## config.mk

```make
export PLATFORM = sky130hd
export DESIGN_NAME = led_pattern_controller_flat
export DESIGN_NICKNAME = d
export VERILOG_FILES = /design/src/rtl/led_pattern_controller_if.sv /design/src/rtl/led_pattern_controller.sv /design/src/flat_wrapper.sv
export SDC_FILE = /design/constraint.sdc
export NUM_CORES = 1
export LEC_CHECK = 0
export CAP_MARGIN = 15
export CORE_ASPECT_RATIO = 0.6
export CORE_MARGIN = 5
export CORE_UTILIZATION = 55
export CTS_CLUSTER_DIAMETER = 100
export DETAILED_ROUTE_END_ITERATION = 10
export PLACE_DENSITY = 0.8
export SLEW_MARGIN = 20
export SYNTH_ARGS = -nofsm -noshare
export SYNTH_HDL_FRONTEND = slang
export SYNTH_SLANG_ARGS = --single-unit
```

## constraint.sdc

```tcl
create_clock -name clk -period 6.3 [get_ports clk]
set_input_delay 0.63 -clock clk [delete_from_list [all_inputs] [get_ports clk]]
set_output_delay 0.63 -clock clk [all_outputs]
set_load 0.05 [all_outputs]
```

## src/rtl/led_pattern_controller_if.sv

```systemverilog
// led_pattern_controller_if: control/status bundle between player core and LED sequencer.
// LED_DIM_EN adds the brightness input.
interface led_pattern_controller_if;
    logic        enable;
    logic [1:0]  mode;
    logic        div_load;
    logic [31:0] div_value;
    logic        flash_req;
    logic        flash_ack;
    logic        step_tick;
    logic        busy;
    logic [7:0]  LED;
`ifdef LED_DIM_EN
    logic [2:0]  brightness;
    modport master (output enable, mode, div_load, div_value, flash_req, brightness,
                    input flash_ack, step_tick, busy, LED);
    modport slave  (input enable, mode, div_load, div_value, flash_req, brightness,
                    output flash_ack, step_tick, busy, LED);
`else
    modport master (output enable, mode, div_load, div_value, flash_req,
                    input flash_ack, step_tick, busy, LED);
    modport slave  (input enable, mode, div_load, div_value, flash_req,
                    output flash_ack, step_tick, busy, LED);
`endif
endinterface

```

## src/rtl/led_pattern_controller.sv

```systemverilog
// led_pattern_controller: prescaled 8-LED pattern sequencer with one-shot flash-all and resume.
// LED_DIM_EN adds a 3-bit PWM brightness control on the LED outputs.
module led_pattern_controller #(
    parameter logic [31:0] STEP_DIV   = 32'd5000000,
    parameter int          HOLD_STEPS = 4
) (
    input logic clk,
    input logic rst,
    led_pattern_controller_if.slave bus
);
    typedef enum logic {RUN, FLASH} state_t;
    state_t      state, state_n;
    logic [31:0] cnt, cnt_n, div_q, div_n, d;
    logic [7:0]  pat, pat_n, pp, hold, hold_n, led_n, init;
    logic [1:0]  mode_q;
    logic        dir, dir_n, pp_dir, running, tc, mode_chg, accept, do_step;
`ifdef LED_DIM_EN
    logic [2:0]  phase;
`endif
    always_comb begin
        d        = (div_q == 32'd0) ? 32'd1 : div_q;
        running  = bus.enable || state == FLASH;
        tc       = running && !bus.div_load && cnt == d - 32'd1;
        mode_chg = bus.mode != mode_q;
        accept   = state == RUN && bus.flash_req;
        do_step  = state == RUN && bus.enable && tc && !mode_chg && !accept;
        init     = bus.mode == 2'b10 ? 8'hFF : bus.mode == 2'b11 ? 8'h00 : 8'h01;
        // ping-pong bounces at the ends; anything not one-hot restarts at bit 0
        pp       = pat == 8'h80 ? 8'h40 : pat == 8'h01 ? 8'h02 :
                   !$onehot(pat) ? 8'h01 : dir ? pat >> 1 : pat << 1;
        pp_dir   = pat == 8'h80 ? 1'b1 : (pat == 8'h01 || !$onehot(pat)) ? 1'b0 : dir;
        cnt_n    = (bus.div_load || mode_chg || accept || tc) ? 32'd0 : running ? cnt + 32'd1 : cnt;
        div_n    = bus.div_load ? bus.div_value : div_q;
        pat_n    = mode_chg ? init : !do_step ? pat :
                   mode_q == 2'b00 ? pp : mode_q == 2'b01 ? {pat[6:0], pat[7]} :
                   mode_q == 2'b10 ? ~pat : 8'h00;
        dir_n    = mode_chg ? 1'b0 : (do_step && mode_q == 2'b00) ? pp_dir : dir;
        state_n  = accept ? FLASH : (state == FLASH && tc && hold == 8'd1) ? RUN : state;
        hold_n   = accept ? 8'(HOLD_STEPS) : (state == FLASH && tc) ? hold - 8'd1 : hold;
        led_n    = state_n == FLASH ? 8'hFF : pat_n;
    end
    always_ff @(posedge clk or posedge rst) begin
        if (rst) state <= RUN;
        else state <= state_n;
    end
    always_ff @(posedge clk or posedge rst) begin
        if (rst) begin
            cnt           <= 32'd0;
            div_q         <= STEP_DIV;
            pat           <= 8'h01;
            dir           <= 1'b0;
            mode_q        <= 2'b00;
            hold          <= 8'd0;
            bus.flash_ack <= 1'b0;
            bus.step_tick <= 1'b0;
            bus.busy      <= 1'b0;
            bus.LED       <= 8'h01;
        end else begin
            cnt           <= cnt_n;
            div_q         <= div_n;
            pat           <= pat_n;
            dir           <= dir_n;
            mode_q        <= bus.mode;
            hold          <= hold_n;
            bus.flash_ack <= accept;
            bus.step_tick <= tc;
            bus.busy      <= state_n == FLASH;
`ifdef LED_DIM_EN
            bus.LED       <= led_n & {8{phase < bus.brightness}};
`else
            bus.LED       <= led_n;
`endif
        end
    end
`ifdef LED_DIM_EN
    always_ff @(posedge clk or posedge rst) begin
        if (rst) phase <= 3'd0;
        else phase <= phase + 3'd1;
    end
`endif
endmodule

```

## src/flat_wrapper.sv

```systemverilog
// flat-port wrapper written by rule: the top's interface ports become plain ports
module led_pattern_controller_flat 
#(
    parameter logic [31:0] STEP_DIV   = 32'd5000000,
    parameter int          HOLD_STEPS = 4
)
  (clk, rst, bus_enable, bus_mode, bus_div_load, bus_div_value, bus_flash_req, bus_flash_ack, bus_step_tick, bus_busy, bus_LED);
  led_pattern_controller_if bus_i ();
  input logic clk;
  input logic rst;
  input wire logic [$bits(bus_i.enable)-1:0] bus_enable;
  input wire logic [$bits(bus_i.mode)-1:0] bus_mode;
  input wire logic [$bits(bus_i.div_load)-1:0] bus_div_load;
  input wire logic [$bits(bus_i.div_value)-1:0] bus_div_value;
  input wire logic [$bits(bus_i.flash_req)-1:0] bus_flash_req;
  output wire logic [$bits(bus_i.flash_ack)-1:0] bus_flash_ack;
  output wire logic [$bits(bus_i.step_tick)-1:0] bus_step_tick;
  output wire logic [$bits(bus_i.busy)-1:0] bus_busy;
  output wire logic [$bits(bus_i.LED)-1:0] bus_LED;
  assign bus_i.enable = bus_enable;
  assign bus_i.mode = bus_mode;
  assign bus_i.div_load = bus_div_load;
  assign bus_i.div_value = bus_div_value;
  assign bus_i.flash_req = bus_flash_req;
  assign bus_flash_ack = bus_i.flash_ack;
  assign bus_step_tick = bus_i.step_tick;
  assign bus_busy = bus_i.busy;
  assign bus_LED = bus_i.LED;
  led_pattern_controller #(.STEP_DIV(STEP_DIV), .HOLD_STEPS(HOLD_STEPS)) u_core (.clk(clk), .rst(rst), .bus(bus_i));
endmodule
```

After elaboration in Yosys (flattened, before gate mapping)
Cells that the tools add are included.
Word-level totals
  register bits: 94
  input port bits: 39
  output and inout port bits: 11
  word-level logic and storage cells: 81
Operators by class
  $add $sub $neg: 10
  equality and inequality tests: 10
  multiplexer cells: 23
  bitwise gates (word level): 2
  reduce and logical (&&, ||, !) cells: 26
Operators with widths (number)
  8-bit 2-to-1 mux: 13
  32-bit 2-to-1 mux: 3
  32-bit by 1-bit adder with 32-bit output (second input constant): 1
  32-bit equality test: 1
  32-bit zero test: 1
  32-bit by 1-bit subtractor with 32-bit output (second input constant): 1
  8-bit by 1-bit equality test with 1-bit output (second input constant): 2
  4-bit adder: 3
  1-bit logical AND: 10
  1-bit by 1-bit adder with 2-bit output: 4
  8-bit equality test (second input constant): 1
  8-bit NOT: 1
  8-bit by 1-bit subtractor with 8-bit output (second input constant): 1
  1-bit 2-to-1 mux: 7
  2-bit equality test (second input constant): 3
  2-bit nonzero test: 3
  1-bit logical OR: 5
  4-bit by 1-bit equality test with 1-bit output (second input constant): 1
  1-bit zero test: 4
  3-bit nonzero test: 1
  2-bit by 1-bit equality test with 1-bit output (second input constant): 1
  2-bit zero test: 1
  2-bit != test: 1
  2-bit AND reduction: 1
  1-bit NOT: 1

Logic depth before layout (Yosys ltp)
  depth after elaboration: 11
  depth in mapped cells: 16
  gate-level depth less buffers: 16

Worst setup path after synthesis
No wires, ideal clock.
  path kind: register to register
  start: register u_core.div_q[7]
  end: register u_core.hold[4]
  library setup time: 79 ps
  arrival: 4443 ps
  data required time: 6221 ps
  path slack: 1777 ps
  stages on the path, launching flop included: 17
  buffers on the path: 2
  clock period less this slack: 4523 ps
  cells stage by stage: dfrtp_1 > buf_6 > or4_4 > or4_4 > nor3_4 > nor2_1 > ha_1 > xor2_1 > o2111ai_1 > a211oi_1 > nand3_1 > or2_2 > or4_4 > or3_1 > buf_6 > nor4b_4 > mux2i_1
On the way
  cells in the longest elaborated chain, start to end: 7
RTL lines
  start: declaration: RTL line led_pattern_controller.sv:13  | logic [31:0] cnt, cnt_n, div_q, div_n, d;
  start signal: assignment: RTL line led_pattern_controller.sv:60  | div_q <= div_n;
  32-bit zero test: RTL line led_pattern_controller.sv:21  | d = (div_q == 32'd0) ? 32'd1 : div_q;
  32-bit 2-to-1 mux *: RTL line led_pattern_controller.sv:21
  32-bit by 1-bit subtractor with 32-bit output *: RTL line led_pattern_controller.sv:23  | tc = running && !bus.div_load && cnt == d - 32'd1;
  32-bit equality test *: RTL line led_pattern_controller.sv:23
  1-bit logical AND *: RTL line led_pattern_controller.sv:23
  1-bit logical AND *: RTL line led_pattern_controller.sv:39  | hold_n = accept ? 8'(HOLD_STEPS) : (state == FLASH && tc) ? hold - 8'd1 : hold;
  2-bit nonzero test (no source line) *
  end signal: assignment: RTL line led_pattern_controller.sv:64  | hold <= hold_n;
  end: declaration: RTL line led_pattern_controller.sv:14  | logic [7:0] pat, pat_n, pp, hold, hold_n, led_n, init;
Every way passes the cells marked *; elsewhere a longest branch is shown, timed or not.
A chain may end at the register's enable or synchronous reset.

Final worst setup path
  start: register u_core.div_q[7]
  end: register u_core.bus.LED[3]
On the way
  cells in the longest elaborated chain, start to end: 11
  elaborated cells on any way between the ends: 15
  those cells by class: add/sub: 1; eq/ne: 1; mux: 6; reduce/logical: 7
RTL lines
  32-bit zero test: RTL line led_pattern_controller.sv:21
  32-bit 2-to-1 mux *: RTL line led_pattern_controller.sv:21
  32-bit by 1-bit subtractor with 32-bit output *: RTL line led_pattern_controller.sv:23
  32-bit equality test *: RTL line led_pattern_controller.sv:23
  1-bit logical AND *: RTL line led_pattern_controller.sv:23
  1-bit logical AND (3 in series): RTL line led_pattern_controller.sv:26  | do_step = state == RUN && bus.enable && tc && !mode_chg && !accept;
  8-bit 2-to-1 mux (2 in series): RTL line led_pattern_controller.sv:34  | pat_n = mode_chg ? init : !do_step ? pat :
  8-bit 2-to-1 mux *: RTL line led_pattern_controller.sv:40  | led_n = state_n == FLASH ? 8'hFF : pat_n;
  net u_core.led_n[3]: RTL line led_pattern_controller.sv:14
  end signal: assignment: RTL line led_pattern_controller.sv:71  | bus.LED <= led_n;
  end: declaration: RTL line led_pattern_controller_if.sv:23  | output flash_ack, step_tick, busy, LED);
Mark *: on every way through the listed nets, which the timed path passes. The rest lies on a longest branch.

==> flow_summary.toml <==
[outcome]
outcome = "finished, final reports clean"

[hold_path]
hold_path_depth = 1
min_path_type = "reg -> reg"

[pwr]
switchingPower_w = 0.0004629
p_comb_share_pct = 17.2
power_frac_clock_pct = 36.2
peakVddDrop_uv = 138.1
swShare_pct = 31.06
p_seq_share_pct = 46.6
p_leak_nw = 2.722
p_per_area_nw_per_um2 = 215.2
internal_power_w = 0.001028

[place]
portBuffers = 49
place_hpwl_um = 12940
gp_congestion = 1.012

[sta]
max_freq_mhz = 195.1
skew_ns = 0.01022
hold_violations = 0
setup-violations-final = 0
tightest_slew_ns = 1.031
setup_tns_ns = 0
rsz0062_at_grt = "no"
min_period_ns = 5.126
timing.final.crit_share_pct = 81.36
relSlewSlack_pct = 30.61
slew_viol_final = 0

[worst_setup_path]
r2r_cells = 14
worstPathMaxFanout = 10
cp.arrival_ns = 5.33
path_cells = "or4_4, or4_4, nor3_4, buf_4, nor2_1, ha_1, nor2b_1, o311ai_0, nand4b_1, or2_2, or4_4, nor4_1, o21a_1, o21ai_0"
critPathMostFrequentCell = "or4_4"
crit_slowest_cell = "or4_4"
cp_slowest_stage_delay_ns = 0.61
cp-end-kind = "flop"
worstSetupPathType = "reg -> reg"
critPathRequiredTime_ns = 6.50
critPathLaunchType = "flop"
r2r_setup_slack_ns = 1.17

[run]
max-cap-violations = 0

[cts]
cts_made_buffers = 9
clk-insertion-delay-late_ns = 0.35
cts_tree = "yes"
clk_pin_slew_ns = 0.07
cts_resized = 0
ctsHoldBuffers = 0
clockBufferDepth = 2
cts_setup_buffers = 0
htree_levels = 3
clockRootBuffer = "clkbuf_16"
clock_sinks = 94

[logic_synthesis]
synth_top_area_cell = "dfrtp_1"
synthAdderAreaFrac_pct = 4.643
yosysMostFrequentCell = "dfrtp_1"
synthFlopType = "dfrtp_1"
synth_cells = 642
syn_avg_cell_area_um2 = 9.402
synth_commonest_cells = "84 x dfrtp_1, 64 x nor2_1, 50 x nand2_1, 42 x xor2_1, 31 x o21ai_0"
ys_seq_elements = 94
synth-compound-area-share_pct = 10.05
synth_nets = 701
synthTopCellsByArea = "dfrtp_1 35%, xor2_1 6.1%, mux2_2 5.2%"
synth_area_um2 = 6036
synth_cell_types = 63
synth_xor_area_share_pct = 10.30
synthSimpleGateAreaFrac_pct = 24.21
synth_edf_count = 0
synth_top_area_share_pct = 34.83
synthMuxAreaShare_pct = 7.877
synthArstFlopShare_pct = 100.0
synth_warnings = 0
ys_seq_area_share_pct = 39.18
synth_top_family_by_area = "simple AND/OR/NAND/NOR gates"

[drt]
wl_per_cell_um = 20.32
num_vias = 5230
dr.pass1.iters = 6
wl_um = 16850
drc_errors = 0
drt-initial-drc-count = 535
ant_nets = 0
vias_per_cell = 6.309

[floorplan]
start_util_pct = 56.77
rows = 29
die_w_um = 145.2
ioPinCount = 50
fp.coreArea_um2 = 10630
die_area_um2 = 13240
die_height_um = 91.15

[global_route]
grt_pass1_vias = 5101
grt_max_degree = 51
grt_use_met2_pct = 34.62
antenna_found_initial = 0
grt_usage_pct = 25.83
grt_pass1_wl_um = 27380
met1_usage_pct = 40.29
grt_use_met3_pct = 8.358
grt-busiest-layer = "met1"
overflow = 0

[finish]
fillers = 845
layout-drive-gt1-share_pct = 12.17
area_growth_pct = 14.74
final_util_pct = 65.14
num_antenna_cells = 0
fin_nets = 744
[layer usage]
metal / part of all wire, % / vias up
met4: 1.4 / 0
li1: - / 2405
met3: 11 / 36
met1: 48 / 2514
met2: 39 / 275
met5: 0 / -
[through the flow]
step / power [W] / std cells / instance area, um^2 / hold WS [ns] / worst slack (ns)
2_1_floorplan: 0.0008598 / 642 / 6036 / 0.4459 / 1.777
3_3_place_gp: 0.0009436 / 813 / 6628 / 0.4677 / 1.217
3_5_place_dp: 0.0009527 / 813 / 6628 / 0.4844 / 1.130
4_1_cts: 0.001490 / 829 / 6920 / 0.4938 / 1.111
5_1_grt: 0.001555 / 829 / 6925 / 0.5407 / 1.008
6_report: 0.001490 / 829 / 6925 / 0.4854 / 1.174
[area by class of cell]
cell class	instances	area, um^2	area share, %
repair buffers	56	538.0	7.769
multi-input cells	499	3461	49.97
clock buffers	9	225.2	3.252
well taps	139	173.9	2.511
clock inverters	7	67.56	0.9756
flip-flops and latches	94	2365	34.15
inverters	25	95.09	1.373
[kinds of logic (layout without fill, tap and decap cells)]
family	Yosys count	in the layout
AOI/OAI and AO/OA	92	92
xor gates and xnor gates	71	71
adders and majority gates	20	20
buffers and inverters	49	97
DFF	94	94
muxes	44	44
and+or+nand+nor	272	272
[power groups by stage]
stage / clock network, W / logic [W] / registers [W]
detailed placement: 0 / 0.000252 / 0.000701
finish: 0.000540 / 0.000257 / 0.000694
CTS: 0.000547 / 0.000253 / 0.000690
global route: 0.000572 / 0.000285 / 0.000698
global placement: 0 / 0.000244 / 0.000700
floorplan: 0 / 0.000187 / 0.000673
[placed cells by master (no fill, tap or decap), types with 24 or more instances in the layout]
cell,Yosys,final
inv_1,25,24
dfrtp_1,84,84
mux2_2,28,28
nand2_1,50,50
xnor2_1,29,29
clkdlybuf4s50_1,0,48
xor2_1,42,42
nor2_1,64,64
nand3_1,26,26
o21ai_0,31,31
[path summary, 6_finish.rpt]
kind / startpoint / endpoint
setup / recovery: u_core.div_q[7] / u_core.bus.LED[3]
hold / removal: u_core.hold[5] / u_core.hold[5]
setup reg to reg: u_core.div_q[7] / u_core.bus.LED[3]
hold reg to reg: u_core.hold[5] / u_core.hold[5]
max in group asynchronous: rst / u_core.div_q[23]
min in group asynchronous: rst / u_core.bus.LED[3]
[critical path: cells and delay by family, from the launching register on]
| kind | cells | cell delay (ns) |
|---|---|---|
| and+or+nand+nor | 9 | 3.01 |
| DFF | 1 | 0.50 |
| adders and majority gates | 1 | 0.27 |
| buffers and inverters | 1 | 0.20 |
| AOI/OAI and AO/OA | 3 | 1.00 |
[state kept, by name, summed over array words and instances (netlist names)]
register	flops
u_core.div_q	32
u_core.mode_q	2
u_core.cnt	32
u_core.dir	1
u_core.bus.step_tick	1
u_core.pat	8
u_core.bus.busy	1
u_core.hold	8
u_core.bus.flash_ack	1
u_core.bus.LED	8
Power figures use the tool's default switching activity.
